$ cat src/rtl/seq_mult_unit.sv
// seq_mult_unit
// Multicycle unsigned shift-add multiplier. An accepted start latches the
// operands. WIDTH iterations then build the 2*WIDTH-bit product, and a
// one-cycle done pulse marks the moment the product registers become final.
//
// Ports:
//   clk        - system clock, rising edge
//   reset      - asynchronous, active-high reset
//   start      - request pulse, only sampled while idle
//   a, b       - multiplicand / multiplier, captured on the accepting edge
//   busy       - high while an operation is running or signalling done
//   done       - single-cycle pulse, product valid and final
//   product_lo - low WIDTH bits of a*b, held until the next operation completes
//   product_hi - high WIDTH bits of a*b, held likewise

module seq_mult_unit #(
   parameter int WIDTH = 32
) (
   input  logic             clk,
   input  logic             reset,
   input  logic             start,
   input  logic [WIDTH-1:0] a,
   input  logic [WIDTH-1:0] b,
   output logic             busy,
   output logic             done,
   output logic [WIDTH-1:0] product_lo,
   output logic [WIDTH-1:0] product_hi
);

   localparam int CW = (WIDTH > 1) ? $clog2(WIDTH) : 1;

   typedef enum logic [1:0] {
      S_IDLE = 2'd0,
      S_RUN  = 2'd1,
      S_DONE = 2'd2
   } state_t;

   state_t               state_r;
   state_t               state_next_s;
   logic [2*WIDTH-1:0]   mcand_r;
   logic [WIDTH-1:0]     mplier_r;
   logic [2*WIDTH-1:0]   acc_r;
   logic [CW-1:0]        count_r;
   logic [WIDTH-1:0]     product_lo_r;
   logic [WIDTH-1:0]     product_hi_r;
   logic                 busy_r;
   logic                 done_r;
   logic                 last_iter_s;
   logic [2*WIDTH-1:0]   acc_next_s;

   // Iteration helpers: final-iteration flag and the accumulator including this edge's conditional add
   always_comb begin
      last_iter_s = (count_r == CW'(WIDTH - 1));
      if (mplier_r[0]) begin
         acc_next_s = acc_r + mcand_r;
      end else begin
         acc_next_s = acc_r;
      end
   end

   // State register
   always_ff @(posedge clk or posedge reset) begin
      if (reset) begin
         state_r <= S_IDLE;
      end else begin
         state_r <= state_next_s;
      end
   end

   // Next-state logic; DONE always returns to IDLE so start is never queued
   always_comb begin
      state_next_s = state_r;
      case (state_r)
         S_IDLE: begin
            if (start) begin
               state_next_s = S_RUN;
            end else begin
               state_next_s = S_IDLE;
            end
         end
         S_RUN: begin
            if (last_iter_s) begin
               state_next_s = S_DONE;
            end else begin
               state_next_s = S_RUN;
            end
         end
         S_DONE:  state_next_s = S_IDLE;
         default: state_next_s = S_IDLE;
      endcase
   end

   // Status flags registered from the next state, so they track the state register exactly
   always_ff @(posedge clk or posedge reset) begin
      if (reset) begin
         busy_r <= 1'b0;
         done_r <= 1'b0;
      end else begin
         busy_r <= (state_next_s != S_IDLE);
         done_r <= (state_next_s == S_DONE);
      end
   end

   // Shift-add datapath; the product registers change only on the final iteration
   always_ff @(posedge clk or posedge reset) begin
      if (reset) begin
         mcand_r      <= '0;
         mplier_r     <= '0;
         acc_r        <= '0;
         count_r      <= '0;
         product_lo_r <= '0;
         product_hi_r <= '0;
      end else begin
         case (state_r)
            S_IDLE: begin
               if (start) begin
                  mcand_r  <= {{WIDTH{1'b0}}, a};
                  mplier_r <= b;
                  acc_r    <= '0;
                  count_r  <= '0;
               end
            end
            S_RUN: begin
               acc_r    <= acc_next_s;
               mcand_r  <= mcand_r << 1;
               mplier_r <= mplier_r >> 1;
               count_r  <= count_r + CW'(1);
               if (last_iter_s) begin
                  product_hi_r <= acc_next_s[2*WIDTH-1:WIDTH];
                  product_lo_r <= acc_next_s[WIDTH-1:0];
               end
            end
            default: begin
            end
         endcase
      end
   end

   assign busy       = busy_r;
   assign done       = done_r;
   assign product_lo = product_lo_r;
   assign product_hi = product_hi_r;

endmodule
$ cat config.mk
export PLATFORM = sky130hd
export DESIGN_NAME = seq_mult_unit
export DESIGN_NICKNAME = d
export VERILOG_FILES = /design/src/rtl/seq_mult_unit.sv
export SDC_FILE = /design/constraint.sdc
export NUM_CORES = 1
export LEC_CHECK = 0
export ABC_CLOCK_PERIOD_IN_PS = 11100
export CAP_MARGIN = 20
export CORE_MARGIN = 4
export CORE_UTILIZATION = 55
export DETAILED_ROUTE_END_ITERATION = 7
export PLACE_DENSITY = 0.76
export SLEW_MARGIN = 20
export SYNTH_ARGS = -nofsm -noshare
export SYNTH_HDL_FRONTEND = slang
export SYNTH_SLANG_ARGS = --single-unit
$ cat constraint.sdc
create_clock -name clk -period 11.1 [get_ports clk]
set_input_delay 3.33 -clock clk [delete_from_list [all_inputs] [get_ports clk]]
set_output_delay 3.33 -clock clk [all_outputs]
set_load 0.005 [all_outputs]
==> metrics <==
top_reg_cell synth=dfrtp_1; vias in the first global route=about 11k; R2R setup slack=7.32 ns; Worst path slowest cell=buf_4; worst path cell trace=clkdlybuf4s50_1 > nor2_1 > or2_4 > inv_1 > o21ai_4 > buf_4 > a22o_1; via count=11.3k; RSZ-0062 raised after global routing=false; largest cells by area after synthesis=dfrtp_1 44%, o21ai_0 6.7%, ha_1 6.1%; Pwr Density=277 mW/mm²; r2r endpoint=product_hi[26]$_DFFE_PP0P_; Detail Placement HPWL=24700 µm; Yosys Warn Count=0; CP Launch Type=input pin; deepest clock path buffer count=3; Worst Hold End=product_lo[20]$_DFFE_PP0P_; Hold Crit Depth=2; initial antenna violation count=0; synthesized net count=1566; Total Power=around 4300 µW; HP Class=register to register; largest net degree at the start of global routing=114; Setup WS post-layout=about 6.0 ns; PortBufs=approximately 130; CTS H-Tree Depth=1; Buf+Inv Stages, Crit Path=3; Async SR Flop Fraction=between 90% and 100%; Fin Hold WS=~0.47 ns; status=finished, final reports clean; dpl ws=about 5.5 ns; TNS Setup=0 ns; Synth Register Bits=approximately 230; cell internal pwr=roughly 2500 µW; area grow syn2layout=17.7%; DR vias/cell=between 6 and 7; DRT Pass-1 Iters=5; routed wire length=35600 µm; most frequent cells in the layout=230 x dfrtp_1, 197 x nand2_1, 176 x o21ai_0; max incr delay on CP=just under 0.5 ns; Post-synth EDFFs=0; CTS resizes=0; commonest non-fill, non-tap cell in the layout=dfrtp_1; first-pass GRT wire length=57400 µm; Antenna Diode Count=0; hold-fix buffers at CTS=0; GRT overflow=0; Post-CTS Setup Repair Bufs=0; clock network power share=about a fifth; clk_lat worst skew=~0.54 ns; register share of total power=32.4%; I/O pin total=133; Hold Vio Cnt, Final=0; initial detailed-routing violation count=between 800 and 900; Die ar.=~0.027 mm²; register area share after synthesis=about 44%; Post-Syn Area=between 0.01 and 0.015 mm²; Final #Nets=around 1.6k; Die X-Extent=roughly 160 µm; path depth of the worst reg2reg path=13; share of layout cells above drive strength 1=under 10%; relative slew slack=between 20% and 30%; root buffer cell=clkbuf_16; CP required=approximately 12 ns; worst-margin pin slew=1.08 ns; Synth top area share=44.1%; switching part of the total=between 40% and 50%; Total Routing Usage GR=a little over a quarter; clock transition at the registers of the reported paths=approximately 0.060 ns; fmax=196 MHz; LEAKAGE=about 0.007 µW; RR Startpoint=mcand_r[0]$_DFFE_PP0P_; Avg Synthesized Cell Area=a little over 9 µm²; WL per Instance=between 15 and 20 µm; Core Region=around 0.024 mm²; Clock Sinks=roughly 230; die height=163 µm; maximum fanout along the worst path=36; # fillers=around 2.0k; CP Capture Type=register; final setup violation count=0; GPL Wtd Cong=0.968; critical path class=input pin to register; Max Transition Viols Final=0; hold_sp=product_lo[20]$_DFFE_PP0P_; DR DRC count=0; Row Count=56; CTS tree=built; leading area contributor after synthesis=dfrtp_1; period utilization=a little under half; CP arrival=approximately 5.6 ns; Post-DRT Antenna Nets=0; Max Cap Viol=0; fin crit period=between 5 and 6 ns; total CTS buffers=25; initial core utilization=between 50% and 60%; Switch Pwr=1810 µW; Max Clock Skew=0.0133 ns; Mapped Cells=1433; post-synthesis cell type count=73; Max VDD drop=between 100 and 150 µV; CP delay by family, top=buffers and inverters; Logic pwr share=between 40% and 50%
[layer usage]
| layer | vias up | track usage, % | wire length [µm] |
|---|---|---|---|
| met5 | - | 0 | 0 |
| met4 | 0 | 7.47 | 855 |
| met3 | 67 | 4.29 | 2110 |
| met2 | 334 | 42.9 | 16800 |
| met1 | 5511 | 37.2 | 15800 |
| li1 | 5378 | - | - |
[cells in the mapped netlist, types with 3 or more instances]
| cell type | number |
|---|---|
| a211o_1 | 3 |
| a21o_1 | 25 |
| a21oi_1 | 107 |
| a21oi_2 | 3 |
| a221oi_1 | 5 |
| a22o_1 | 74 |
| a22oi_1 | 63 |
| a31oi_1 | 9 |
| a32o_1 | 3 |
| and2_1 | 3 |
| and3_1 | 14 |
| and4_1 | 3 |
| buf_1 | 8 |
| buf_2 | 9 |
| clkbuf_1 | 75 |
| dfrtp_1 | 233 |
| ha_1 | 65 |
| inv_1 | 36 |
| mux2i_1 | 41 |
| nand2_1 | 198 |
| nand2b_1 | 8 |
| nand3_1 | 18 |
| nand4_1 | 22 |
| nor2_1 | 63 |
| nor2b_1 | 10 |
| nor3_1 | 9 |
| nor4_1 | 5 |
| o2111a_1 | 3 |
| o211ai_1 | 6 |
| o21a_1 | 5 |
| o21ai_0 | 176 |
| o21ai_1 | 5 |
| o21bai_1 | 14 |
| o22ai_1 | 3 |
| o31ai_1 | 4 |
| or3_1 | 6 |
| or4_1 | 4 |
| xnor2_1 | 34 |
| xor2_1 | 21 |
[worst min-delay path, cell delays in order (launching register included)]
cell and delay [ns]:
dfrtp_1 0.34, nand2_1 0.04, o21ai_0 0.05
[flip-flops by register name, indices dropped and copies added (netlist names), 2 cells and up]
name,cells
acc_r,64
mcand_r,64
product_lo,32
product_hi,32
state_r,2
mplier_r,32
count_r,5
[through the flow]
step / instance area, µm² / utilization [%] / instances
2_1_floorplan: 13200 / - / 1433
3_3_place_gp: 14700 / 62.5 / 1803
3_5_place_dp: 14700 / 62.5 / 1803
4_1_cts: 15600 / 66.1 / 1849
5_1_grt: 15600 / 66.1 / 1849
6_report: 15600 / 66.1 / 1849
[worst max-delay path by stage]
stage / depth (start not counted) / slack [ns] / from / to
finish: 7 / 6.00 / start / acc_r[25]$_DFFE_PP0P_
global route: 8 / 5.89 / start / acc_r[27]$_DFFE_PP0P_
CTS: 7 / 6.05 / start / acc_r[12]$_DFFE_PP0P_
detailed placement: 7 / 5.50 / start / acc_r[8]$_DFFE_PP0P_
global placement: 7 / 5.55 / start / acc_r[38]$_DFFE_PP0P_
floorplan: 1 / 1.38 / reset / acc_r[0]$_DFFE_PP0P_
[logic make-up after synthesis]
kind of cell    after synthesis  synth area share (%)
simple gates                374                  12.9
compound gates              534                  26.2
buf+inv                     130                  3.81
xor+xnor                     55                  3.64
flops                       233                  44.1
fa+ha+maj                    66                  6.30
mux                          41                  3.10
[cell type report]
cell class / instances / area, µm² / area share [%]
clock buffers: 35 / 693 / 4.45
clock inverters: 11 / 144 / 0.924
inverters: 36 / 143 / 0.916
multi-input cells: 1070 / 6930 / 44.5
flip-flops and latches: 233 / 5830 / 37.5
well taps: 319 / 399 / 2.56
repair buffers: 145 / 1420 / 9.12
[power groups by stage]
| stage | combinational [µW] | sequential, µW | clock, µW |
|---|---|---|---|
| floorplan | 1480 | 1330 | 0 |
| global placement | 1990 | 1400 | 0 |
| detailed placement | 2030 | 1400 | 0 |
| CTS | 2040 | 1390 | 873 |
| global route | 2270 | 1430 | 905 |
| finish | 2060 | 1400 | 861 |
Note: power is estimated with default switching activity, not from simulation.
